===== src/rtl/lt_sequencer.sv =====
// Latency-tester measurement sequencer: frame-aligned box pattern, sensor timing.
// Define LT_AUTOCYCLE_EN to let auto_cycle step through all three positions.
module lt_sequencer #(
  parameter int SETTLE_FRAMES  = 4,
  parameter int TIMEOUT_FRAMES = 30,
  parameter int CNT_W          = 24
) (
  input  logic             clk27,
  input  logic             reset_n,
  input  logic             start,
  input  logic             abort,
  input  logic [1:0]       mode_sel,
  input  logic             auto_cycle,
  input  logic             VSYNC_in,
  input  logic             sensor_in,
  output logic             lt_active,
  output logic [1:0]       lt_mode,
  output logic             busy,
  output logic             done,
  output logic             timeout,
  output logic [CNT_W-1:0] result,
  output logic [1:0]       result_pos
);

  typedef enum logic [2:0] {
    S_IDLE,
    S_SETTLE,
    S_ARM,
    S_MEAS,
    S_REPORT
  } state_t;

  localparam logic [8:0] SET_N   = 9'(SETTLE_FRAMES);
  localparam logic [8:0] TO_N    = 9'(TIMEOUT_FRAMES);
  localparam logic [8:0] SETTO_N = 9'(SETTLE_FRAMES + TIMEOUT_FRAMES);

  state_t           r_state;
  logic             r_s1, r_s2, r_s3, r_rise, r_vs;
  logic [8:0]       r_frm;
  logic [CNT_W-1:0] r_cnt;
  logic [1:0]       r_pos;
  logic             r_auto;
  logic             r_active, r_busy, r_done, r_timeout;
  logic [1:0]       r_mode, r_result_pos;
  logic [CNT_W-1:0] r_result;

  logic       w_vs_fall;
  logic       w_auto;
  logic [1:0] w_pos0;
  logic [8:0] w_frm_inc;

`ifdef LT_AUTOCYCLE_EN
  assign w_auto = auto_cycle;
`else
  logic w_unused_auto;
  assign w_unused_auto = auto_cycle;
  assign w_auto        = 1'b0;
`endif

  assign w_vs_fall = r_vs & ~VSYNC_in;
  assign w_pos0    = w_auto ? 2'd1 : mode_sel;
  assign w_frm_inc = r_frm + 9'd1;

  // 2-FF synchronizer, then a registered rising-edge detect
  always_ff @(posedge clk27 or negedge reset_n) begin
    if (!reset_n) begin
      r_s1   <= 1'b0;
      r_s2   <= 1'b0;
      r_s3   <= 1'b0;
      r_rise <= 1'b0;
      r_vs   <= 1'b0;
    end else begin
      r_s1   <= sensor_in;
      r_s2   <= r_s1;
      r_s3   <= r_s2;
      r_rise <= r_s2 & ~r_s3;
      r_vs   <= VSYNC_in;
    end
  end

  always_ff @(posedge clk27 or negedge reset_n) begin
    if (!reset_n) begin
      r_state      <= S_IDLE;
      r_frm        <= '0;
      r_cnt        <= '0;
      r_pos        <= 2'd0;
      r_auto       <= 1'b0;
      r_active     <= 1'b0;
      r_busy       <= 1'b0;
      r_done       <= 1'b0;
      r_timeout    <= 1'b0;
      r_mode       <= 2'd0;
      r_result_pos <= 2'd0;
      r_result     <= '0;
    end else begin
      r_done <= 1'b0;
      if (abort && r_state != S_IDLE) begin
        r_state  <= S_IDLE;
        r_busy   <= 1'b0;
        r_active <= 1'b0;
        r_mode   <= 2'd0;
      end else begin
        unique case (r_state)
          S_IDLE: begin
            if (start && w_pos0 != 2'd0) begin
              r_auto   <= w_auto;
              r_pos    <= w_pos0;
              r_frm    <= '0;
              r_busy   <= 1'b1;
              r_active <= 1'b1;
              r_mode   <= 2'd0;
              r_state  <= S_SETTLE;
            end
          end
          S_SETTLE: begin
            if (r_frm >= SET_N && !r_s2) begin
              r_state <= S_ARM;
            end else if (w_vs_fall) begin
              r_frm <= w_frm_inc;
              // lit sensor: the extra frames eat into the timeout budget
              if (w_frm_inc == SETTO_N) begin
                r_result     <= '1;
                r_timeout    <= 1'b1;
                r_result_pos <= r_pos;
                r_done       <= 1'b1;
                r_mode       <= 2'd0;
                r_state      <= S_REPORT;
              end
            end
          end
          S_ARM: begin
            if (w_vs_fall) begin
              r_mode  <= r_pos;
              r_cnt   <= '0;
              r_frm   <= '0;
              r_state <= S_MEAS;
            end
          end
          S_MEAS: begin
            if (!(&r_cnt)) r_cnt <= r_cnt + CNT_W'(1);
            if (r_rise) begin
              r_result     <= r_cnt;
              r_timeout    <= 1'b0;
              r_result_pos <= r_pos;
              r_done       <= 1'b1;
              r_mode       <= 2'd0;
              r_state      <= S_REPORT;
            end else if (w_vs_fall) begin
              r_frm <= w_frm_inc;
              if (w_frm_inc == TO_N) begin
                r_result     <= '1;
                r_timeout    <= 1'b1;
                r_result_pos <= r_pos;
                r_done       <= 1'b1;
                r_mode       <= 2'd0;
                r_state      <= S_REPORT;
              end
            end
          end
          S_REPORT: begin
            if (r_auto && r_pos != 2'd3) begin
              r_pos   <= r_pos + 2'd1;
              r_frm   <= '0;
              r_state <= S_SETTLE;
            end else begin
              r_busy   <= 1'b0;
              r_active <= 1'b0;
              r_state  <= S_IDLE;
            end
          end
          default: r_state <= S_IDLE;
        endcase
      end
    end
  end

  assign lt_active  = r_active;
  assign lt_mode    = r_mode;
  assign busy       = r_busy;
  assign done       = r_done;
  assign timeout    = r_timeout;
  assign result     = r_result;
  assign result_pos = r_result_pos;

endmodule


===== config.mk =====
export PLATFORM = sky130hd
export DESIGN_NAME = lt_sequencer
export DESIGN_NICKNAME = d
export VERILOG_FILES = /design/src/rtl/lt_sequencer.sv
export SDC_FILE = /design/constraint.sdc
export NUM_CORES = 1
export LEC_CHECK = 0
export CAP_MARGIN = 10
export CORE_MARGIN = 4
export CORE_UTILIZATION = 40
export DETAILED_ROUTE_END_ITERATION = 7
export SYNTH_ARGS = -nofsm -noshare
export SYNTH_HDL_FRONTEND = slang
export SYNTH_SLANG_ARGS = --single-unit

===== constraint.sdc =====
create_clock -name clk27 -period 5.21 [get_ports clk27]
set_input_delay 1.042 -clock clk27 [delete_from_list [all_inputs] [get_ports clk27]]
set_output_delay 1.042 -clock clk27 [all_outputs]
set_load 0.03 [all_outputs]

Word-level counts from Yosys, hierarchy flattened

Index checks and enable logic that the tools add are counted.
Widths: inputs -> output; s select.

Memory bits (writable): 0
Output and inout bits: 32
Memory bits (read-only): 0
Latch bits: 0
Memories: 0
Flip-flop bits (word level): 74

Shift operators: 0
$lt $le $gt $ge: 1
Bitwise logic cells: 6
Multiply operators: 0
Reduce and logical (&&, ||, !) cells: 21
Mux-type cells: 63
$add $sub $neg: 2
Equal/unequal tests: 24
Div/mod/pow operators: 0

Operators with widths:

| operator              | count |
|---|---|
| $mux 24               | 8 |
| $pmux 24 s2           | 2 |
| $mux 9                | 5 |
| $pmux 9 s4            | 1 |
| $mux 2                | 17 |
| $mux 3                | 9 |
| $add 24x1->24 const B | 1 |
| $reduce_and 24->1     | 1 |
| $ne 3x3->1 const B    | 7 |
| $ne 4x4->1 const B    | 4 |
| $mux 1                | 15 |
| $ne 2x2->1 const B    | 7 |
| $reduce_and 7->1      | 2 |
| $pmux 3 s4            | 1 |
| $reduce_bool 5->1     | 2 |
| $add 9x1->9 const B   | 1 |
| $eq 9x5->1 const B    | 1 |
| $eq 9x6->1 const B    | 1 |
| $ge 9x3->1 const B    | 1 |
| $pmux 2 s4            | 1 |
| $reduce_and 4->1      | 2 |
| $reduce_and 8->1      | 1 |
| $reduce_bool 2->1     | 4 |
| $eq 3x2->1 const B    | 2 |
| other kinds (12)      | 21 |

Depth between registers and ports, before layout

Depth in word-level cells: 7
Gate-level depth with buffers: 8
Depth with buffers taken out: 8

Least setup slack after synthesis

OpenSTA, ideal clock, no wires.

Path type: in2reg
From: in VSYNC_in
To: reg r_result_pos[0] (netlist: result_pos[0])
Library setup time: 125 ps
Data arrival time: 2427 ps
Cell stages on the path: 5
Path slack: 2658 ps
Cells stage by stage: nand2b_1 -> or4_4 -> nor2_2 -> a211o_2 -> mux2_4

Longest elaborated chain between the ends: 4

Ends and longest elaborated chain:

| element                                                          | RTL line | RTL |
|---|---|---|
| from (decl)                                                      | 14       | `input logic VSYNC_in,` |
| $not 1->1 (*)                                                    | 60       | `assign w_vs_fall = r_vs & ~VSYNC_in;` |
| $and 1x1->1 (*)                                                  | 60       |  |
| $ne 3x3->1 (no source line) / $ne 2x2->1 (equally long branches) | -        |  |
| $reduce_and 7->1 (no source line) (*)                            | -        |  |
| to (signal assigned)                                             | 124      | `r_result_pos <= r_pos;` |
| to (signal assigned)                                             | 144      | `r_result_pos <= r_pos;` |
| to (signal assigned)                                             | 153      | `r_result_pos <= r_pos;` |
| to (decl)                                                        | 44       | `logic [1:0] r_mode, r_result_pos;` |

Mark *: on every way between the ends. The rest lies on a longest branch, timed or not.
A chain may end at the register's enable or synchronous reset.

Worst setup path after layout

From: in abort
To: reg r_result[23] (netlist: result[23])

Longest elaborated chain between the ends: 3

Ends and longest elaborated chain:

| element                           | RTL line | RTL |
|---|---|---|
| from (decl)                       | 11       | `input logic abort,` |
| $logic_and 1x1->1                 | 97       | `if (abort && r_state != S_IDLE) begin` |
| $not 1->1 (no source line)        | -        |  |
| $reduce_and 7->1 (no source line) | -        |  |
| to (signal assigned)              | 142      | `r_result <= r_cnt;` |
| to (decl)                         | 45       | `logic [CNT_W-1:0] r_result;` |

Every way passes these cells.

==> results.json <==
{
  "status": "completed",
  "core.rowCount": 35,
  "numClockSinks": 74,
  "clk_path_buf_depth": 2,
  "finalNetCount": 459,
  "detailedPlace.worstSlack_ns": 1.660,
  "timing.rr.start": "r_frm[0]",
  "clock_insertion_delay_worst_skew_ns": 0.35,
  "fin_util": 0.4869,
  "gr-total-overflow": 0,
  "synth.avg_cell_area_um2": 9.250,
  "die_area_um2": 11150,
  "globalplace.congestion": 0.8680,
  "critical_setup_path_kind": "in -> reg",
  "dr.first_iter.drc_count": 137,
  "synthDistinctLibCells": 61,
  "syn-num-nets": 425,
  "fin_ws_ns": 2.049,
  "wl_um": 8578,
  "drv.max_cap_violation_count": 0,
  "drc_errors": 0,
  "drt_pass1_iterations": 4,
  "post_cts_setup_buffers": 0,
  "start_kind": "primary input",
  "post_cts_sizing": 0,
  "detailed_place_hpwl_um": 5830,
  "dieWidth_um": 105.6,
  "leakagePower_nw": 2.030,
  "synth_top_area_cells": "sky130_fd_sc_hd__dfrtp_1 49%, sky130_fd_sc_hd__nand2_1 7.3%, sky130_fd_sc_hd__nand3_1 4.5%",
  "register_bit_count_reported_by_yosys": 74,
  "yosys_warnings": 0,
  "finalHoldWorstSlack_ns": 0.3594,
  "initial_antenna_violation_count": 0,
  "dr_total_vias": 3087,
  "starting_density": 0.4125,
  "grt_first_pass_wirelength_um": 14750,
  "whs_path_depth": 0,
  "io_pins": 41,
  "number_of_hold_slack_violations_in_the_final_timing_report": 0,
  "power-per-cell-area_nw_per_um2": 354.3,
  "rsz0062_at_grt": "false",
  "route.antenna.remaining_nets": 0,
  "min_delay_path_class": "reg -> reg",
  "grt_overall_usage": 0.1617,
  "avgRoutedWirePerCell_um": 14.79,
  "vdd_drop_max_uv": 190.2,
  "synth_enable_flop_cells": 0,
  "top_cell_type_s_share_of_synthesized_area": 0.4859,
  "period_needed_ns": 3.161,
  "yosysSeqAreaShare": 0.4859,
  "dp_cells": 564,
  "timing.critical_path.from": "abort",
  "netlist_area_um2": 3811,
  "crit_required_ns": 5.38,
  "drt-vias-per-instance": 5.322,
  "post_place_cell_area_um2": 4280,
  "cts_max_level": 3,
  "register_to_register_path_depth": 6,
  "area.growth.synth_to_final_pct": 18.06,
  "final-max-slew-violation-count": 0,
  "die_height_um": 105.6,
  "largest_area_contributor_in_the_netlist": "sky130_fd_sc_hd__dfrtp_1",
  "syn_inst": 412,
  "finalSetupTns_ns": 0,
  "first_global_vias": 2962,
  "synth_ff_type": "sky130_fd_sc_hd__dfrtp_1",
  "cts_hold_buf": 0,
  "worst_slew_margin_rel": 0.2393,
  "achievable-frequency_ghz": 0.3163,
  "final_layout_size_suffix_gt1_frac": 0.08204,
  "numCtsBuffers": 9,
  "tritoncts": "built",
  "finish.instance_area_um2": 4499,
  "setup_viol_count_final": 0,
  "worst_pin_slew_ns": 1.138,
  "io_buffers": 39,
  "placeableCoreArea_um2": 9240,
  "worst_setup_path_end_kind": "register",
  "critPathMaxFanout": 25,
  "min_from": "r_s1",
  "finalNonFillerCells": 580,
  "synth_commonest_cells": "74 x sky130_fd_sc_hd__dfrtp_1, 74 x sky130_fd_sc_hd__nand2_1, 43 x sky130_fd_sc_hd__nor2_1, 34 x sky130_fd_sc_hd__nand3_1, 17 x sky130_fd_sc_hd__o21ai_0",
  "portion_of_the_clock_cycle_consumed_by_the_worst_path_in_the_final_layout": 0.6068,
  "clkSlewWorstSetupHoldPaths_ns": 0.08,
  "fin_worst_skew_ns": 0.009769,
  "antennaDiodeCount": 0,
  "post-layout-total-power_mw": 1.594,
  "clockRootBuffer": "sky130_fd_sc_hd__clkbuf_8",
  "async_flop_share": 1.000,
  "critPathArrivalTime_ns": 3.33,
  "largest_net_degree_at_the_start_of_global_routing": 75
}
[layer usage]
metal | vias to the layer above | wire (µm) | GRT usage
li1 | 1516 | - | -
met1 | 1491 | 4303 | 0.2377
met2 | 69 | 3852 | 0.2400
met3 | 11 | 317 | 0.03062
met4 | 0 | 105 | 0.05273
met5 | - | 0 | 0
[cells by family after synthesis]
logic type	Yosys count	synth area share
simple gates	221	0.2873
flops	74	0.4859
compound gates	58	0.1080
buf+inv	27	0.03480
xor+xnor	18	0.04137
mux	10	0.02955
fa+ha+maj	4	0.01313
[worst paths after layout]
kind	end	slack, ns
max reg2reg	result[23]	2.64
min	r_s2	0.36
max in group asynchronous	r_frm[0]	3.78
min in group asynchronous	result[3]	0.83
max	result[23]	2.05
min reg2reg	r_s2	0.36
[sequential cells by signal, summed over array words and instances (netlist names), 2 cells and up]
| name | flops |
|---|---|
| lt_mode | 2 |
| r_cnt | 24 |
| r_frm | 9 |
| r_pos | 2 |
| r_state | 3 |
| result | 24 |
| result_pos | 2 |
[power breakdown]
group	leakage, nW	switching (mW)	internal (mW)
sequential	1.01	0.0751	0.626
clock	0.110	0.224	0.272
combinational	0.913	0.236	0.162
[critical path, cell delays in order]
cell	delay, ns
sky130_fd_sc_hd__clkdlybuf4s50_1	0.74
sky130_fd_sc_hd__nor3_1	0.13
sky130_fd_sc_hd__and2_1	0.21
sky130_fd_sc_hd__and2_1	0.15
sky130_fd_sc_hd__o211ai_2	0.87
sky130_fd_sc_hd__nand3_1	0.17
[cell type report]
cell class	count	area [µm²]
fill	892	4741
sequential	74	1852
multi-input combinational	311	1827
timing repair buffer	42	410.4
tap	129	161.4
clock buffer	10	127.6
clock inverter	6	91.34
inverter	8	30.03
[cells in the final DEF, fill, tap and decap left out, types with 3 or more instances in the layout]
cell type and instances:
sky130_fd_sc_hd__nand2_1 74, sky130_fd_sc_hd__dfrtp_1 74, sky130_fd_sc_hd__nor2_1 43, sky130_fd_sc_hd__clkdlybuf4s50_1 38, sky130_fd_sc_hd__nand3_1 34, sky130_fd_sc_hd__o21ai_0 17, sky130_fd_sc_hd__nand4_1 14, sky130_fd_sc_hd__xor2_1 12
sky130_fd_sc_hd__and3_1 9, sky130_fd_sc_hd__a21oi_1 9, sky130_fd_sc_hd__clkbuf_8 9, sky130_fd_sc_hd__inv_1 8, sky130_fd_sc_hd__nor3_1 7, sky130_fd_sc_hd__xnor2_1 6, sky130_fd_sc_hd__mux2i_1 6, sky130_fd_sc_hd__and2_1 5
sky130_fd_sc_hd__o22a_1 5, sky130_fd_sc_hd__nor2b_1 4, sky130_fd_sc_hd__nor4_1 4, sky130_fd_sc_hd__nand2b_1 4, sky130_fd_sc_hd__ha_1 4, sky130_fd_sc_hd__buf_4 4, sky130_fd_sc_hd__o21ai_1 3, sky130_fd_sc_hd__or3_1 3
sky130_fd_sc_hd__clkinv_4 3
No activity file was read; power rests on OpenSTA's default activity.
